--- src/rtl/p_ssync_nbit_edge.sv ---
// p_ssync_nbit_edge
// Multi-bit level synchroniser with registered rise/fall pulses per channel
// and an any-change flag. Each of the WIDTH channels is independent and passes
// through a STAGES-deep flop chain: STAGES-1 chain flops plus the output
// register q.
// Optional build macro: SSYNC_GLITCH_FILTER_EN. When it is defined, q only
// follows the synchronised input after that input has differed from q for
// FILT_CNT consecutive clocks. A shorter excursion is dropped without pulses.
module p_ssync_nbit_edge #(
  parameter int               WIDTH    = 1,
  parameter int               STAGES   = 3,
  parameter logic [WIDTH-1:0] RST_VAL  = {WIDTH{1'b0}},
  parameter int               FILT_CNT = 4
) (
  input  logic             clk,
  input  logic             rst,
  input  logic [WIDTH-1:0] d,
  output logic [WIDTH-1:0] q,
  output logic [WIDTH-1:0] rise,
  output logic [WIDTH-1:0] fall,
  output logic             chg_any
);

  // Catch illegal depth or filter length when the design is elaborated
  if (STAGES < 2 || STAGES > 8) begin : g_bad_stages
    $error("p_ssync_nbit_edge: STAGES=%0d outside legal range 2..8", STAGES);
  end
  if (FILT_CNT < 1 || FILT_CNT > 255) begin : g_bad_filt
    $error("p_ssync_nbit_edge: FILT_CNT=%0d outside legal range 1..255", FILT_CNT);
  end

  // Entry 0 is the capture flop. The last entry is the synchronised level sy.
  logic [STAGES-2:0][WIDTH-1:0] syncChain_q;
  logic [WIDTH-1:0]             sy;

  logic [WIDTH-1:0] level_q, level_d;
  logic [WIDTH-1:0] rise_q, rise_d;
  logic [WIDTH-1:0] fall_q, fall_d;
  logic             chgAny_q, chgAny_d;

  assign sy = syncChain_q[STAGES-2];

  // Shift each channel through its synchroniser chain
  always_ff @(posedge clk) begin
    if (rst) begin
      syncChain_q <= {(STAGES-1){RST_VAL}};
    end else begin
      syncChain_q[0] <= d;
      for (int k = 1; k < STAGES - 1; k++) begin
        syncChain_q[k] <= syncChain_q[k-1];
      end
    end
  end

`ifdef SSYNC_GLITCH_FILTER_EN
  localparam int CW = $clog2(FILT_CNT + 1);

  logic [WIDTH-1:0][CW-1:0] cnt_q, cnt_d;

  // Count consecutive cycles in which sy disagrees with q.
  // The change is accepted only once the disagreement has lasted FILT_CNT cycles.
  always_comb begin
    level_d = level_q;
    cnt_d   = cnt_q;
    for (int i = 0; i < WIDTH; i++) begin
      if (sy[i] == level_q[i]) begin
        cnt_d[i] = '0;
      end else if (cnt_q[i] == CW'(FILT_CNT - 1)) begin
        level_d[i] = sy[i];
        cnt_d[i]   = '0;
      end else begin
        cnt_d[i] = cnt_q[i] + 1'b1;
      end
    end
  end

  // Hold the per-channel stability counters
  always_ff @(posedge clk) begin
    if (rst) begin
      cnt_q <= '0;
    end else begin
      cnt_q <= cnt_d;
    end
  end
`else
  // Without the filter, q is simply the next flop after sy
  always_comb begin
    level_d = sy;
  end
`endif

  // Detect edges against the next q value so that pulses line up with the new q
  always_comb begin
    rise_d   = level_d & ~level_q;
    fall_d   = ~level_d & level_q;
    chgAny_d = |(rise_d | fall_d);
  end

  // Register the output level, the edge pulses and the any-change flag together
  always_ff @(posedge clk) begin
    if (rst) begin
      level_q  <= RST_VAL;
      rise_q   <= '0;
      fall_q   <= '0;
      chgAny_q <= 1'b0;
    end else begin
      level_q  <= level_d;
      rise_q   <= rise_d;
      fall_q   <= fall_d;
      chgAny_q <= chgAny_d;
    end
  end

  assign q       = level_q;
  assign rise    = rise_q;
  assign fall    = fall_q;
  assign chg_any = chgAny_q;

endmodule
--- config.mk ---
export PLATFORM = sky130hd
export DESIGN_NAME = p_ssync_nbit_edge
export DESIGN_NICKNAME = d
export VERILOG_FILES = /design/src/rtl/p_ssync_nbit_edge.sv
export SDC_FILE = /design/constraint.sdc
export NUM_CORES = 1
export LEC_CHECK = 0
export CAP_MARGIN = 30
export CORE_AREA = 2 2 39 41
export CTS_BUF_LIST = sky130_fd_sc_hd__clkbuf_2
export CTS_CLUSTER_SIZE = 8
export DETAILED_ROUTE_END_ITERATION = 10
export DIE_AREA = 0 0 41 43
export PLACE_DENSITY = 0.44
export REMOVE_ABC_BUFFERS = 1
export SYNTH_ARGS = -nofsm -noshare
export SYNTH_HDL_FRONTEND = slang
export SYNTH_SLANG_ARGS = --single-unit
--- constraint.sdc ---
create_clock -name clk -period 2.1 [get_ports clk]
set_clock_uncertainty 0.15 [all_clocks]
set_input_delay 0.42 -clock clk [delete_from_list [all_inputs] [get_ports clk]]
set_output_delay 0.42 -clock clk [all_outputs]
set_load 0.01 [all_outputs]
==> flow_metrics.py <==
metrics = {
    "setup_path": {
        "cp-startpoint": "q$_SDFF_PP0_",
        "path_max_fanout": 3,
        "crit_buf_inv": 1,
        "rr_worst_depth": 3,
        "cpMaxStageDelayCell": "clkdlybuf4s50_1",
        "cp.depth": 1,
        "cp_cell_sequence": "clkdlybuf4s50_1",
        "rrSetupSlack_ps": 1090,
        "slowest_delay_ps": 540,
        "r2r-start": "q$_SDFF_PP0_",
        "rr_endpoint": "chg_any$_SDFF_PP0_",
        "crit_path_start_kind": "register",
        "crit_required_ps": 1530,
        "end_kind": "output port",
        "endpoint": "q",
        "critical_path.top_delay_family": "buffers and inverters",
        "worstSetupPathType": "register to output port",
        "cp.arrival_ps": 1110,
    },
    "logic_synthesis": {
        "synth.area.top_cells": "dfxtp_1 (64%), nor2b_1 (17%), ha_1 (13%)",
        "synth_area_um2": 188,
        "synth_area_leader_cell": "dfxtp_1",
        "synth.avg_cell_area_um2": 11.7,
        "syn_inst": 16,
        "ys_types": 5,
        "yosysSeqAreaShare": 0.640,
        "synth_seq_cells": 6,
        "yosysWarnings": 0,
        "yosysTopAreaCellShare": 0.640,
    },
    "clock_tree": {
        "cts-resized-gates": 0,
        "cts_tree": "yes",
        "htree_levels": 1,
        "insertion_delay_ps": 220,
        "cts_sinks": 6,
        "postCtsSetupRepairBufs": 0,
        "cts_buffer_depth": 2,
        "clkTransAtPathRegs_ps": 60,
        "holdBufCountCts": 0,
        "cts_made_buffers": 3,
        "clock-root-buffer": "clkbuf_2",
    },
    "grt": {
        "grt_pass1_wl_um": 469,
        "grt_pass1_vias": 122,
        "grt_usage": 0.0513,
        "grt_antenna_before_repair": 0,
        "grt_max_degree": 7,
        "grt-ovfl-total": 0,
    },
    "floorplan": {
        "fp.dieW_um": 41,
        "start_util": 0.136,
        "io_pins": 7,
        "core_um2": 1380,
        "chipHeight_um": 43,
        "rows": 14,
        "dieArea_um2": 1760,
    },
    "final_layout": {
        "final_cell_mix": "dfxtp_1 (6), clkdlybuf4s50_1 (6), nor2b_1 (5)",
        "diodes": 0,
        "area_growth_pct": 50.7,
        "fin_nets": 32,
        "drive_gt1_frac": 0.120,
    },
    "power": {
        "p_switching_mw": 0.0481,
        "p_seq_frac": 0.558,
        "total_power_mw": 0.214,
        "internal_power_mw": 0.166,
        "powerDensity_nw_per_um2": 756,
        "ir_worst_vdd_v": 0.000282,
        "p_leak_nw": 0.112,
        "pwr-share-clk": 0.376,
        "sw_frac_of_total": 0.225,
        "combPwrFrac": 0.066,
    },
    "detailed_routing": {
        "drtIter0Drc": 0,
        "ant_nets": 0,
        "wl_per_cell_um": 6.61,
        "drcViolationCount": 0,
        "drt_first_pass_iters": 1,
        "via_per_inst": 3.15,
        "wirelength_um": 271,
        "vias": 129,
    },
    "timing": {
        "min_period_ps": 1680,
        "hold_ws_ps": 291,
        "min_period_over_period": 0.800,
        "slew_headroom": 0.868,
        "hold_viol": 0,
        "rsz0062_at_grt": "false",
        "fin_tns_setup_ps": 0,
        "setup-violations-final": 0,
        "worst_pin_slew_ps": 197,
        "max_freq_mhz": 596,
        "finalMaxSlewViolations": 0,
    },
    "flow_run": {
        "maxCapViolCount": 0,
    },
    "worst_hold_path": {
        "worstHoldPathType": "register to register",
        "hold_path_depth": 1,
    },
    "outcome": {
        "outcome": "complete, no violations",
    },
    "place": {
        "io_buffers": 6,
        "place_congestion": 0.495,
    },
}
## state kept, by name, indices dropped and copies added, names as in the netlist
signal / cells
chg_any: 1
fall: 1
level_d: 1
q: 1
rise: 1
syncChain_q: 1
## cells in the mapped netlist, drive strengths merged
master	n
ha	2
nor2b	5
dfxtp	6
nor2	1
inv	2
## power by group through the flow
stage	Clock, mW	Sequential, mW	Combinational (mW)
finish	0.0805	0.119	0.0142
global route	0.0942	0.120	0.0161
CTS	0.0859	0.119	0.0145
detailed placement	0	0.122	0.0145
global placement	0	0.122	0.0143
floorplan	0	0.123	0.00369
## worst min-delay path by stage
stage                     slack, ps                      start            endpoint
after floorplan                 260  syncChain_q[0]$_SDFF_PP0_  level_d$_SDFF_PP0_
after global placement          270  syncChain_q[0]$_SDFF_PP0_  level_d$_SDFF_PP0_
after detailed placement        280  syncChain_q[0]$_SDFF_PP0_  level_d$_SDFF_PP0_
after CTS                       300  syncChain_q[0]$_SDFF_PP0_  level_d$_SDFF_PP0_
after global routing            310  syncChain_q[0]$_SDFF_PP0_  level_d$_SDFF_PP0_
final                           290  syncChain_q[0]$_SDFF_PP0_  level_d$_SDFF_PP0_
## layout make-up
cell class	count	area [µm²]
tap	16	20.0
sequential	6	120
multi-input combinational	8	60.1
fill	151	1100
inverter	2	7.51
timing repair buffer	6	60.1
clock buffer	3	15.0
## cells by family after synthesis
group / count (synthesis) / synth area share
flip-flops: 6 / 0.640
AND/OR/NAND/NOR: 6 / 0.187
buffers and inverters: 2 / 0.0400
adder cells (fa/ha/maj): 2 / 0.133
## stage by stage
stage | setup slack (ps) | util | std cells | instance area, µm²
final | 421 | 0.204 | 41 | 283
after global routing | 330 | 0.204 | 41 | 283
after CTS | 396 | 0.204 | 41 | 283
after detailed placement | 652 | 0.193 | 38 | 268
after global placement | 666 | 0.193 | 38 | 268
after floorplan | 1100 | - | 16 | 188
## layer usage
layer / vias up / global-route usage / share of wire
met4: 0 / 0.0200 / 0
met2: 10 / 0.0531 / 0.38
li1: 65 / - / -
met3: 0 / 0.0942 / 0.24
met5: - / 0 / 0
met1: 54 / 0.0419 / 0.38
No activity file was read; power rests on OpenSTA's default activity.
